### src/rtl/piano_pkg.sv
// Shared constants for the piano controller front end: scan codes,
// note index width and the PS/2 frame receiver state encoding.
package piano_pkg;
   localparam logic [7:0] STOP_CODE = 8'd99;
   localparam logic [7:0] SC_BREAK  = 8'hF0;
   localparam logic [7:0] SC_EXT    = 8'hE0;
   localparam logic [7:0] SC_A      = 8'h1C;
   localparam logic [7:0] SC_S      = 8'h1B;
   localparam logic [7:0] SC_D      = 8'h23;
   localparam logic [7:0] SC_F      = 8'h2B;
   localparam logic [7:0] SC_G      = 8'h34;
   localparam logic [7:0] SC_H      = 8'h33;
   localparam logic [7:0] SC_J      = 8'h3B;
   localparam logic [7:0] SC_K      = 8'h42;
   localparam int         NOTE_W    = 4;

   typedef enum logic [1:0] {RX_IDLE, RX_SHIFT, RX_CHECK} rx_state_t;
endpackage

### src/rtl/ps2_frame_rx.sv
// PS/2 frame receiver: synchronises the device pins, samples data on falling
// clock edges, checks start/parity/stop and aborts stalled frames.
module ps2_frame_rx #(
   parameter int TIMEOUT_CYCLES = 100000
) (
   input  logic       clk,
   input  logic       rst,
   input  logic       ps2_clk,
   input  logic       ps2_dat,
   output logic [7:0] rx_byte,
   output logic       rx_valid,
   output logic       rx_err
);
   import piano_pkg::*;

   localparam int TW = $clog2(TIMEOUT_CYCLES + 1);

   // clk_sync[1:0] is the 2-FF synchroniser, clk_sync[2] the previous sample
   logic [2:0]    clk_sync;
   logic [1:0]    dat_sync;
   logic          fall, bit_in, timeout, frame_ok;
   rx_state_t     state, state_nxt;
   logic [3:0]    bit_cnt;
   logic [9:0]    shreg;
   logic [TW-1:0] to_cnt;

   assign fall     = clk_sync[2] & ~clk_sync[1];
   assign bit_in   = dat_sync[1];
   assign timeout  = (to_cnt == TW'(TIMEOUT_CYCLES));
   assign frame_ok = (^shreg[8:0]) & shreg[9];
   assign rx_byte  = shreg[7:0];

   always_ff @(posedge clk) begin
      if (rst) begin
         clk_sync <= 3'b111;
         dat_sync <= 2'b11;
      end else begin
         clk_sync <= {clk_sync[1:0], ps2_clk};
         dat_sync <= {dat_sync[0], ps2_dat};
      end
   end

   always_ff @(posedge clk) begin
      if (rst) state <= RX_IDLE;
      else     state <= state_nxt;
   end

   // Bits enter at the top so after ten shifts: [7:0] data, [8] parity, [9] stop
   always_ff @(posedge clk) begin
      if (rst) begin
         bit_cnt <= '0;
         shreg   <= '0;
      end else if (state == RX_IDLE) begin
         bit_cnt <= '0;
      end else if (state == RX_SHIFT && fall) begin
         shreg   <= {bit_in, shreg[9:1]};
         bit_cnt <= bit_cnt + 4'd1;
      end
   end

   // Saturates at TIMEOUT_CYCLES so a stalled line never wraps back to zero
   always_ff @(posedge clk) begin
      if (rst || fall)                     to_cnt <= '0;
      else if (state == RX_SHIFT && !timeout) to_cnt <= to_cnt + 1'b1;
   end

   always_comb begin
      state_nxt = state;
      case (state)
         RX_IDLE:  if (fall && !bit_in) state_nxt = RX_SHIFT;
         RX_SHIFT: begin
            if (timeout)                    state_nxt = RX_IDLE;
            else if (fall && bit_cnt == 4'd9) state_nxt = RX_CHECK;
         end
         RX_CHECK: state_nxt = RX_IDLE;
         default:  state_nxt = RX_IDLE;
      endcase
   end

   always_comb begin
      rx_valid = 1'b0;
      rx_err   = 1'b0;
      case (state)
         RX_IDLE:  rx_err = fall & bit_in;
         RX_SHIFT: rx_err = timeout;
         RX_CHECK: begin
            rx_valid = frame_ok;
            rx_err   = ~frame_ok;
         end
         default: ;
      endcase
   end
endmodule

### src/rtl/ps2_note_decoder.sv
// Turns PS/2 make/break scan codes for the home-row keys into note indices,
// emitting STOP_CODE when the currently held note is released.
module ps2_note_decoder #(
   parameter int         TIMEOUT_CYCLES = 100000,
   parameter logic [7:0] STOP_CODE      = piano_pkg::STOP_CODE
) (
   input  logic       iClk,
   input  logic       iReset,
   input  logic       iPs2_Clk,
   input  logic       iPs2_Dat,
   output logic [7:0] oPs2_Data,
   output logic       oValid,
   output logic       oFrameErr
);
   import piano_pkg::*;

   logic [7:0]        rx_byte;
   logic              rx_valid, rx_err;
   logic              brk, ext;
   logic [NOTE_W-1:0] note_idx, held;

   ps2_frame_rx #(.TIMEOUT_CYCLES(TIMEOUT_CYCLES)) u_rx (
      .clk      (iClk),
      .rst      (iReset),
      .ps2_clk  (iPs2_Clk),
      .ps2_dat  (iPs2_Dat),
      .rx_byte  (rx_byte),
      .rx_valid (rx_valid),
      .rx_err   (rx_err)
   );

   // Zero doubles as "unmapped" and as "no note held"
   always_comb begin
      note_idx = '0;
      case (rx_byte)
         SC_A: note_idx = 4'd1;
         SC_S: note_idx = 4'd2;
         SC_D: note_idx = 4'd3;
         SC_F: note_idx = 4'd4;
         SC_G: note_idx = 4'd5;
         SC_H: note_idx = 4'd6;
         SC_J: note_idx = 4'd7;
         SC_K: note_idx = 4'd8;
         default: note_idx = '0;
      endcase
   end

   always_ff @(posedge iClk) begin
      if (iReset) begin
         oPs2_Data <= STOP_CODE;
         oValid    <= 1'b0;
         oFrameErr <= 1'b0;
         brk       <= 1'b0;
         ext       <= 1'b0;
         held      <= '0;
      end else begin
         oValid    <= 1'b0;
         oFrameErr <= rx_err;
         if (rx_valid) begin
            if (rx_byte == SC_EXT)        ext <= 1'b1;
            else if (rx_byte == SC_BREAK) brk <= 1'b1;
            else begin
               ext <= 1'b0;
               brk <= 1'b0;
               if (!ext && note_idx != '0) begin
                  if (!brk && note_idx != held) begin
                     oPs2_Data <= 8'(note_idx);
                     oValid    <= 1'b1;
                     held      <= note_idx;
                  end else if (brk && note_idx == held) begin
                     oPs2_Data <= STOP_CODE;
                     oValid    <= 1'b1;
                     held      <= '0;
                  end
               end
            end
         end
      end
   end
endmodule

### config.mk
export PLATFORM = sky130hd
export DESIGN_NAME = ps2_note_decoder
export DESIGN_NICKNAME = d
export VERILOG_FILES = /design/src/rtl/piano_pkg.sv /design/src/rtl/ps2_frame_rx.sv /design/src/rtl/ps2_note_decoder.sv
export SDC_FILE = /design/constraint.sdc
export NUM_CORES = 1
export LEC_CHECK = 0
export CELL_PAD_IN_SITES_DETAIL_PLACEMENT = 0
export CELL_PAD_IN_SITES_GLOBAL_PLACEMENT = 2
export CORE_ASPECT_RATIO = 1.5
export CORE_MARGIN = 3
export CORE_UTILIZATION = 36
export CTS_CLUSTER_SIZE = 40
export DETAILED_ROUTE_END_ITERATION = 10
export GPL_ROUTABILITY_DRIVEN = 1
export HOLD_SLACK_MARGIN = 0.06
export PLACE_DENSITY_LB_ADDON = 0.05
export SLEW_MARGIN = 20
export SYNTH_ARGS = -nofsm -noshare
export SYNTH_HDL_FRONTEND = slang
export SYNTH_SLANG_ARGS = --single-unit
### constraint.sdc
create_clock -name iClk -period 4.04 [get_ports iClk]
set_input_delay 0.404 -clock iClk [delete_from_list [all_inputs] [get_ports iClk]]
set_output_delay 0.404 -clock iClk [all_outputs]
set_load 0.02 [all_outputs]
==> results.txt, run 1 <==
Setup Viol. Count Final: 0
Arr. time, crit path: 3.30 ns
DR WL/cell: 14.2 um
drt first pass iters: 4
initial antenna violation count: 0
Max Cap Viol: 0
Die Wd: 74.1 um
cts repair resizes: 0
GPL Wtd Cong: 0.831
CTS Buf Count: 5
actual slew at the worst max-slew pin: 0.836 ns
Post-Layout Cell Count: 374
Yosys top cell by area: dfxtp_1
Clock Tree Buf Depth: 2
Min-Delay Endpoint: u_rx.dat_sync[1]$_SDFF_PP1_
Slew Viols, Final: 0
CP required: 4.24 ns
gr usage total: 0.147
unrepaired setup endpoints after global routing: false
final hold vios: 0
die height: 108 um
ANT cells: 0
async set-reset flop share out of synthesis: 0
reg2reg setup slack: 0.94 ns
R2R cell count: 12
Hold-fix buffers, CTS: 0
post-route ant nets: 0
EDFF count, synth: 0
PwrDens: 315 mW/mm^2
CTS Root Cell: clkbuf_8
# rows: 36
Fin Clk Skew: 0.00771 ns
outcome: finished clean
Seq/Total Area, Yosys: 0.391
area growth from synthesis to layout: 10.3%
H-tree depth: 2
placed cell count: 366
startpoint class of the critical path: flip-flop
worst-skew pair later-pin latency: 0.30 ns
Mapped Area: 0.00251 mm^2
Port Buf Inserts: 11
Core Area: 0.00662 mm^2
vias in the first global route: 1920
dpl hpwl: 3.98 mm
VDD IR max: 0.126 mV
terminus of the critical flop-to-flop path: oPs2_Data[0]$_SDFFE_PP1P_
flops & latches, synth: 49
first-pass GRT wire length: 9.12 mm
Avg Cell Area, Syn: 8.64 um^2
DR vias/cell: 5.12
dominant cells by area after synthesis: dfxtp_1, ha_1, nand2_1
Final min period: 3.10 ns
routed vias: 1914
Min-Delay Path Class: flip-flop to flip-flop
total die area: 0.00802 mm^2
synth warn: 0
post-route clock period utilization: 0.767
setup bufs post-CTS: 0
top cell type's share of synthesized area: 0.391
CTS tree: yes
top-count cell post-synth: dfxtp_1
# DRC: 0
Mapped Cells: 290
synth unique cells: 45
largest net degree at the start of global routing: 20
Commonest cells post-synth: dfxtp_1, nand2_1, nor2_1
Initial Util: 0.378
Starting DRT DRC Count: 34
R2R Path Start: u_rx.shreg[2]$_SDFFE_PP0P_
FMAX: 323 MHz
I/O Pins: 14
final net count: 320
Worst-path clk slew: 0.09 ns
crit-path max FO: 8
worst rel slew slack: 0.438
CTS Sinks: 49
share of cells above drive strength 1: 0.0604
HP Start: u_rx.dat_sync[0]$_SDFF_PP1_
post-layout util: 0.417
Worst Setup Path Type: flip-flop to flip-flop
Crit. End Element: flip-flop
drt total wl: 5.31 mm
Leakage Power: 0.925 nW
cell depth of the worst hold path: 1
Setup TNS: 0 ns
total gr overflow: 0
Synth Flop Type: dfxtp_1
==> cell type report <==
type	count	area (um^2)
Multi-Input combinational cell	213	1390
Sequential cell	49	981
Clock inverter	1	30.0
Inverter	16	60.1
Tap cell	76	95.1
Timing Repair Buffer	12	118
Clock buffer	7	86.3
Fill cell	685	3860
==> per-stage QoR <==
stage / area (um^2) / power [mW] / hold slack, ns / setup WS (ns)
after floorplan: 2510 / 0.513 / 0.389 / 1.24
after global placement: 2650 / 0.519 / 0.398 / 0.947
after detailed placement: 2650 / 0.519 / 0.400 / 0.947
after CTS: 2760 / 0.885 / 0.425 / 0.925
after global routing: 2760 / 0.903 / 0.440 / 0.639
final: 2760 / 0.871 / 0.419 / 0.943
==> cells by family (layout without fill, tap and decap cells) <==
group,Yosys count,after routing,synth area share
xor gates and xnor gates,21,21,0.0869
DFF,49,49,0.391
and+or+nand+nor,125,125,0.258
AOI/OAI and AO/OA,43,43,0.102
other,1,2,0.00150
muxes,3,3,0.0120
adders and majority gates,19,19,0.0949
buffers and inverters,29,36,0.0539
==> worst max-delay path by stage <==
stage                                            to  slack, ns  depth (start not counted)                        from
after CTS                 oPs2_Data[0]$_SDFFE_PP1P_       0.93                         12  u_rx.shreg[2]$_SDFFE_PP0P_
after floorplan           oPs2_Data[0]$_SDFFE_PP1P_       1.24                         12  u_rx.shreg[2]$_SDFFE_PP0P_
after global routing      oPs2_Data[1]$_SDFFE_PP1P_       0.64                         12  u_rx.shreg[2]$_SDFFE_PP0P_
after detailed placement  oPs2_Data[0]$_SDFFE_PP1P_       0.95                         12  u_rx.shreg[6]$_SDFFE_PP0P_
after global placement    oPs2_Data[0]$_SDFFE_PP1P_       0.95                         12  u_rx.shreg[4]$_SDFFE_PP0P_
final                     oPs2_Data[0]$_SDFFE_PP1P_       0.94                         12  u_rx.shreg[2]$_SDFFE_PP0P_
==> sequential cells by signal, summed over array words and instances, names as in the netlist, 2 cells and up <==
name,count
held,3
oPs2_Data,4
u_rx.bit_cnt,4
u_rx.clk_sync,3
u_rx.dat_sync,2
u_rx.shreg,10
u_rx.state,2
u_rx.to_cnt,17
==> layer usage <==
metal	wire length (um)	share of wire	vias up	track usage
met5	0	0	-	0
met4	95	0.018	0	0.0544
met3	69	0.013	9	0.0251
met2	3010	0.57	9	0.284
met1	2140	0.40	904	0.153
li1	-	-	992	-
==> power breakdown <==
group	total, mW	switching [mW]	internal, mW
clock	0.364	0.162	0.202
sequential	0.486	0.00132	0.485
combinational	0.0205	0.0130	0.00745
total	0.871	0.176	0.695
==> cell usage in the layout, fill, tap and decap left out, types with 2 or more instances in the layout <==
| cell type | netlist | layout |
|---|---|---|
| a21oi_1 | 18 | 18 |
| and4_1 | 4 | 4 |
| clkbuf_8 | 0 | 6 |
| clkdlybuf4s50_1 | 0 | 11 |
| conb_1 | 1 | 2 |
| dfxtp_1 | 49 | 49 |
| ha_1 | 19 | 19 |
| inv_1 | 16 | 16 |
| mux2i_1 | 3 | 3 |
| nand2_1 | 36 | 36 |
| nand2b_1 | 6 | 6 |
| nand3_1 | 7 | 7 |
| nand4_1 | 8 | 8 |
| nor2_1 | 27 | 27 |
| nor2b_1 | 3 | 3 |
| nor3_1 | 9 | 9 |
| nor3b_1 | 2 | 2 |
| nor4_1 | 3 | 3 |
| nor4b_1 | 2 | 2 |
| o21ai_0 | 12 | 12 |
| o21bai_1 | 4 | 4 |
| o32ai_1 | 2 | 2 |
| or2_2 | 5 | 5 |
| or3_1 | 5 | 5 |
| xnor2_1 | 11 | 11 |
| xor2_1 | 8 | 8 |
==> worst max-delay path: stages, from the launching register on <==
cell      delay [ns]
dfxtp_1         0.37
inv_1           0.10
ha_1            0.25
nand2_1         0.10
o21ai_0         0.21
o21bai_1        0.21
xnor2_1         0.16
nand4_1         0.11
ha_1            0.28
nor4_1          0.44
nand3_4         0.16
or4_1           0.51
o31a_1          0.12
(Power assumes the default switching activity.)
==> run 2: changes to the inputs <==
--- a/config.mk
+++ b/config.mk
@@ -9,7 +9,7 @@
 export CELL_PAD_IN_SITES_GLOBAL_PLACEMENT = 2
 export CORE_ASPECT_RATIO = 1.5
 export CORE_MARGIN = 3
-export CORE_UTILIZATION = 36
+export CORE_UTILIZATION = 33
 export CTS_CLUSTER_SIZE = 40
 export DETAILED_ROUTE_END_ITERATION = 10
 export GPL_ROUTABILITY_DRIVEN = 1
==> constraint.sdc (replaced) <==
create_clock -name iClk -period 2.8 [get_ports iClk]
set_input_delay 0.28 -clock iClk [delete_from_list [all_inputs] [get_ports iClk]]
set_output_delay 0.28 -clock iClk [all_outputs]
set_load 0.02 [all_outputs]
==> run 2 against run 1 <==
Compared with the run above: global-route usage fell by 0.63 points; combinational power increased by 52%; maximum frequency increased by 13%; sequential power up 44%; sequential share of layout area fell by 3.8 points; via count up 3.3%; die area up 8.5%; critical path type unchanged.
==> results.txt, run 2 (synthesis results as in run 1) <==
outcome: finished clean
commonest non-fill, non-tap cells in the layout: dfxtp_1, nand2_1, nor2_1, buf_4, a21oi_1
vias in the first global route: 2035
number of flip-flops under the largest register name: 17
first-pass GRT wire length: 9.78 mm
drt first pass iters: 4
DR vias/cell: 4.67
final worst slack: 0.0686 ns
Cell Area, Placed: 0.00287 mm^2
CTS Root Cell: clkbuf_8
routed vias: 1977
Die Wd: 77.2 um
PwrDens: 375 mW/mm^2
setup bufs post-CTS: 0
area growth from synthesis to layout: 24.9%
actual slew at the worst max-slew pin: 0.662 ns
# rows: 38
setup slack at placement: -0.166 ns
Final min period: 2.73 ns
initial antenna violation count: 0
worst-skew pair later-pin latency: 0.31 ns
final hold vios: 0
total gr overflow: 0
CP required: 3.01 ns
Setup Viol. Count Final: 0
VDD IR max: 0.233 mV
H-tree depth: 2
CTS Sinks: 49
Arr. time, crit path: 2.94 ns
crit-path max FO: 5
drt total wl: 5.73 mm
post-route clock period utilization: 0.975
Clock Tree Buf Depth: 2
leading registers by flop count: u_rx.to_cnt (17), u_rx.shreg (10)
final net count: 345
Starting DRT DRC Count: 48
cell depth of the worst hold path: 1
GPL Wtd Cong: 0.748
Non-Filler Cell Area, Final: 0.00313 mm^2
Min-Delay Path Class: flip-flop to flip-flop
dpl hpwl: 4.14 mm
Worst-path clk slew: 0.10 ns
share of cells above drive strength 1: 0.232
Slew Viols, Final: 0
total die area: 0.00870 mm^2
startpoint class of the critical path: flip-flop
Worst Setup Path Type: flip-flop to flip-flop
die height: 113 um
largest net degree at the start of global routing: 19
Max Cap Viol: 0
Biggest register: u_rx.to_cnt
R2R cell count: 12
post-route ant nets: 0
DR WL/cell: 13.6 um
gr usage total: 0.141
worst rel slew slack: 0.559
Fin Clk Skew: 0.00788 ns
FMAX: 366 MHz
# DRC: 0
Initial Util: 0.342
unrepaired setup endpoints after global routing: true
CTS tree: yes
Core Area: 0.00732 mm^2
Crit. End Element: flip-flop
Leakage Power: 1.05 nW
most common cell after layout, fill and taps aside: dfxtp_1
I/O Pins: 14
Pwr Total: 1.17 mW
CTS Buf Count: 5
ANT cells: 0
Port Buf Inserts: 11
[run 2: critical path, cell delays in order, from the launching register on]
cell and delay (ns):
dfxtp_2 0.39, ha_2 0.26, nand2_1 0.12, a21oi_4 0.18
nor2_4 0.05, xor2_1 0.19, nand4_1 0.12, ha_1 0.30
nor4_2 0.17, buf_4 0.17, nand3_4 0.08, or4_1 0.49
o31a_1 0.11
[run 2: path summary, 6_finish.rpt]
path	slack (ns)	start	end
worst min register to register	0.43	u_rx.clk_sync[0]$_SDFF_PP1_	u_rx.clk_sync[1]$_SDFF_PP1_
worst max register to register	0.07	u_rx.shreg[5]$_SDFFE_PP0P_	oPs2_Data[0]$_SDFFE_PP1P_
worst max-delay path	0.07	u_rx.shreg[5]$_SDFFE_PP0P_	oPs2_Data[0]$_SDFFE_PP1P_
worst min-delay path	0.43	u_rx.clk_sync[0]$_SDFF_PP1_	u_rx.clk_sync[1]$_SDFF_PP1_
[run 2: per-layer routing]
| layer | vias to the layer above | track usage | wire length, um |
|---|---|---|---|
| li1 | 1039 | - | - |
| met5 | - | 0 | 0 |
| met2 | 12 | 0.275 | 3240 |
| met4 | 0 | 0.0499 | 88 |
| met3 | 5 | 0.0239 | 85 |
| met1 | 921 | 0.149 | 2320 |
[run 2: area by class of cell]
| class | instances | area (um^2) |
|---|---|---|
| fill | 772 | 4190 |
| tap | 100 | 125 |
| multi-input combinational | 213 | 1550 |
| sequential | 49 | 992 |
| clock buffer | 5 | 68.8 |
| timing repair buffer | 37 | 309 |
| clock inverter | 3 | 21.3 |
| inverter | 16 | 60.1 |
[run 2: what timing repair did]
action,4_1_cts,5_1_grt
hold buffers,0,0
hold endpoints to repair,0,0
resized for setup,18,29
pin swaps,4,0
setup endpoints to repair,7,6
[run 2: power breakdown]
part | leakage, nW | internal (mW) | switching [mW]
Clock | 0.0445 | 0.178 | 0.262
Combinational | 0.607 | 0.0118 | 0.0194
Sequential | 0.400 | 0.699 | 0.00190
Total | 1.05 | 0.889 | 0.283
[run 2: through the flow]
stage               instances  setup TNS, ns   util  hold WS (ns)
floorplan                 291              0      -         0.384
global placement          415         -0.697  0.391         0.408
detailed placement        415         -0.484  0.391         0.401
CTS                       423              0  0.412         0.437
global route              423        -0.0544  0.427         0.445
finish                    423              0  0.427         0.435
==> run 3: changes to the inputs <==
--- a/config.mk
+++ b/config.mk
@@ -9,7 +9,7 @@
 export CELL_PAD_IN_SITES_GLOBAL_PLACEMENT = 2
 export CORE_ASPECT_RATIO = 1.5
 export CORE_MARGIN = 3
-export CORE_UTILIZATION = 33
+export CORE_UTILIZATION = 34
 export CTS_CLUSTER_SIZE = 40
 export DETAILED_ROUTE_END_ITERATION = 10
 export GPL_ROUTABILITY_DRIVEN = 1
@@ -18,4 +18,5 @@
 export SLEW_MARGIN = 20
 export SYNTH_ARGS = -nofsm -noshare
 export SYNTH_HDL_FRONTEND = slang
+export SYNTH_HIERARCHICAL = 1
 export SYNTH_SLANG_ARGS = --single-unit
==> run 3 against run 2 <==
Compared with the run above: core utilization fell by 1.2 points; sequential share of layout area grew 0.89 points; via count up 4.2%; clock power decreased by 6.8%; setup slack lost 0.042 ns; total power shrank 2.4%; clock-buffer cell count grew 3; largest power group unchanged.
==> results.txt, run 3 <==
# rows: 38
synth unique cells: 61
xor/xnor share of the synthesized area: 0.0580
Avg Cell Area, Syn: 8.93 um^2
Core Area: 0.00732 mm^2
VDD IR max: 0.305 mV
Worst-path clk slew: 0.09 ns
Hold-fix buffers, CTS: 0
Yosys top cell by area: dfxtp_1
drt first pass iters: 4
Non-Filler Cell Area, Final: 0.00304 mm^2
unrepaired setup endpoints after global routing: true
Max Cap Viol: 0
startpoint class of the critical path: flip-flop
outcome: finished clean
Mapped Cells: 290
CTS Root Cell: clkbuf_8
number of flip-flops under the largest register name: 17
FMAX: 361 MHz
share of cells above drive strength 1: 0.245
Mapped Area: 0.00259 mm^2
Synth Flop Type: dfxtp_1
ANT cells: 0
Synth Area in Compound Gates: 0.163
Min-Delay Path Class: flip-flop to flip-flop
flops & latches, synth: 49
cell depth of the worst hold path: 1
area growth from synthesis to layout: 17.6%
Arr. time, crit path: 2.98 ns
GPL Wtd Cong: 0.746
gr usage total: 0.142
top cell type's share of synthesized area: 0.379
final net count: 322
Fin Clk Skew: 0.00367 ns
R2R cell count: 11
Seq/Total Area, Yosys: 0.379
actual slew at the worst max-slew pin: 0.661 ns
Initial Util: 0.354
Clock Tree Buf Depth: 2
Commonest cells post-synth: dfxtp_1, nand2_1, a21oi_1
worst hold margin: 0.414 ns
CP required: 3.00 ns
CTS tree: yes
die height: 113 um
# DRC: 0
H-tree depth: 2
Slew Viols, Final: 0
PwrDens: 376 mW/mm^2
dpl hpwl: 4.25 mm
Starting DRT DRC Count: 77
top-count cell post-synth: dfxtp_1
vias in the first global route: 2055
drt total wl: 5.75 mm
Pwr Total: 1.14 mW
Biggest register: u_rx/to_cnt
Leakage Power: 1.12 nW
Adder-Cell Fraction of Synth Area: 0.0242
CTS Sinks: 49
initial antenna violation count: 0
total gr overflow: 0
I/O Pins: 14
EDFF count, synth: 0
CTS Buf Count: 5
Die Wd: 77.2 um
post-synthesis simple-gate area fraction: 0.282
largest net degree at the start of global routing: 32
commonest non-fill, non-tap cells in the layout: dfxtp_1, nand2_1, buf_4
most common cell after layout, fill and taps aside: dfxtp_1
post-route clock period utilization: 0.990
synth warn: 6
DR WL/cell: 13.9 um
routed vias: 2061
Port Buf Inserts: 11
Cell Area, Placed: 0.00291 mm^2
Crit. End Element: flip-flop
Post-Layout Cell Count: 414
dominant cells by area after synthesis: dfxtp_1, a21oi_1, nand2_1
async set-reset flop share out of synthesis: 0
final hold vios: 0
mux contribution to synthesized area: 0.0116
crit-path max FO: 6
Setup TNS: 0 ns
placed cell count: 406
largest family of logic cells by synthesized area: simple AND/OR/NAND/NOR gates
Setup Viol. Count Final: 0
DR vias/cell: 4.98
Final min period: 2.77 ns
worst-skew pair later-pin latency: 0.30 ns
first-pass GRT wire length: 9.92 mm
Worst Setup Path Type: flip-flop to flip-flop
total die area: 0.00872 mm^2
post-route ant nets: 0
worst rel slew slack: 0.553
leading registers by flop count: u_rx/to_cnt (17), u_rx/shreg (10)
setup bufs post-CTS: 0
## run 3: changes by cell type after synthesis, moves of 4 or more
cell,previous run,this run
o31ai_1,0,6
buf_4,5,13
xor2_1,8,3
ha_1,19,5
o21ai_1,0,7
inv_1,16,10
a21oi_1,18,28
nand2_1,36,31
nor2_1,27,20
nor3_1,9,3
o21ai_0,12,2
nand2b_1,6,2
and3b_1,0,4
## run 3: cell families after synthesis
family                   Yosys count
flip-flops                        49
buffers and inverters             35
multiplexers                       3
AND/OR/NAND/NOR                  124
adder cells (fa/ha/maj)            5
AO/OA/AOI/OAI                     59
other                              1
XOR/XNOR                          14
## run 3: worst paths after layout
kind,start,endpoint,slack (ns)
hold reg to reg,u_rx/clk_sync[0]$_SDFF_PP1_,u_rx/clk_sync[1]$_SDFF_PP1_,0.41
hold / removal,u_rx/clk_sync[0]$_SDFF_PP1_,u_rx/clk_sync[1]$_SDFF_PP1_,0.41
setup / recovery,u_rx/shreg[1]$_SDFFE_PP0P_,oPs2_Data[3]$_SDFFE_PP0P_,0.03
setup reg to reg,u_rx/shreg[1]$_SDFFE_PP0P_,oPs2_Data[3]$_SDFFE_PP0P_,0.03
## run 3: area by class of cell
cell class | count | area, um^2
repair buffers | 40 | 328
fillers | 804 | 4280
clock buffers | 8 | 80.1
multi-input cells | 207 | 1480
well taps | 100 | 125
flip-flops and latches | 49 | 992
inverters | 10 | 37.5
## run 3: layer usage
metal  vias up  track usage  share of wire  wire length, um
met5         -            0              0                0
met4         0       0.0463          0.015               89
met3         5       0.0263          0.020              113
met2        18        0.263           0.53             3030
met1       975        0.162           0.44             2510
li1       1063            -              -                -
## run 3: power by group
part           switching (mW)  internal, mW  total, mW
sequential            0.00178         0.698      0.700
combinational          0.0217        0.0127     0.0344
clock                   0.232         0.178      0.410
total                   0.255         0.889       1.14
## run 3: worst max-delay path: stages (launching register included)
cell and delay, ns:
dfxtp_2 0.36, nor4b_4 0.32, a21oi_2 0.07, o311ai_4 0.26, xnor2_1 0.15, nand4_1 0.11, ha_1 0.27, or3b_1 0.36
a41oi_2 0.24, o41ai_4 0.16, and3b_1 0.19, a31o_1 0.17
## run 3: metrics by stage
step / setup WS [ns] / utilization
floorplan: -0.0727 / -
global placement: -0.00238 / 0.398
detailed placement: -0.0620 / 0.398
CTS: -0.0575 / 0.410
global route: -0.115 / 0.416
finish: 0.0269 / 0.416
## run 3: timing repair
| item | in CTS | in global routing |
|---|---|---|
| hold endpoints to repair | 0 | 0 |
| gates resized for setup | 5 | 8 |
| setup endpoints to repair | 3 | 8 |
| pin swaps | 5 | 4 |
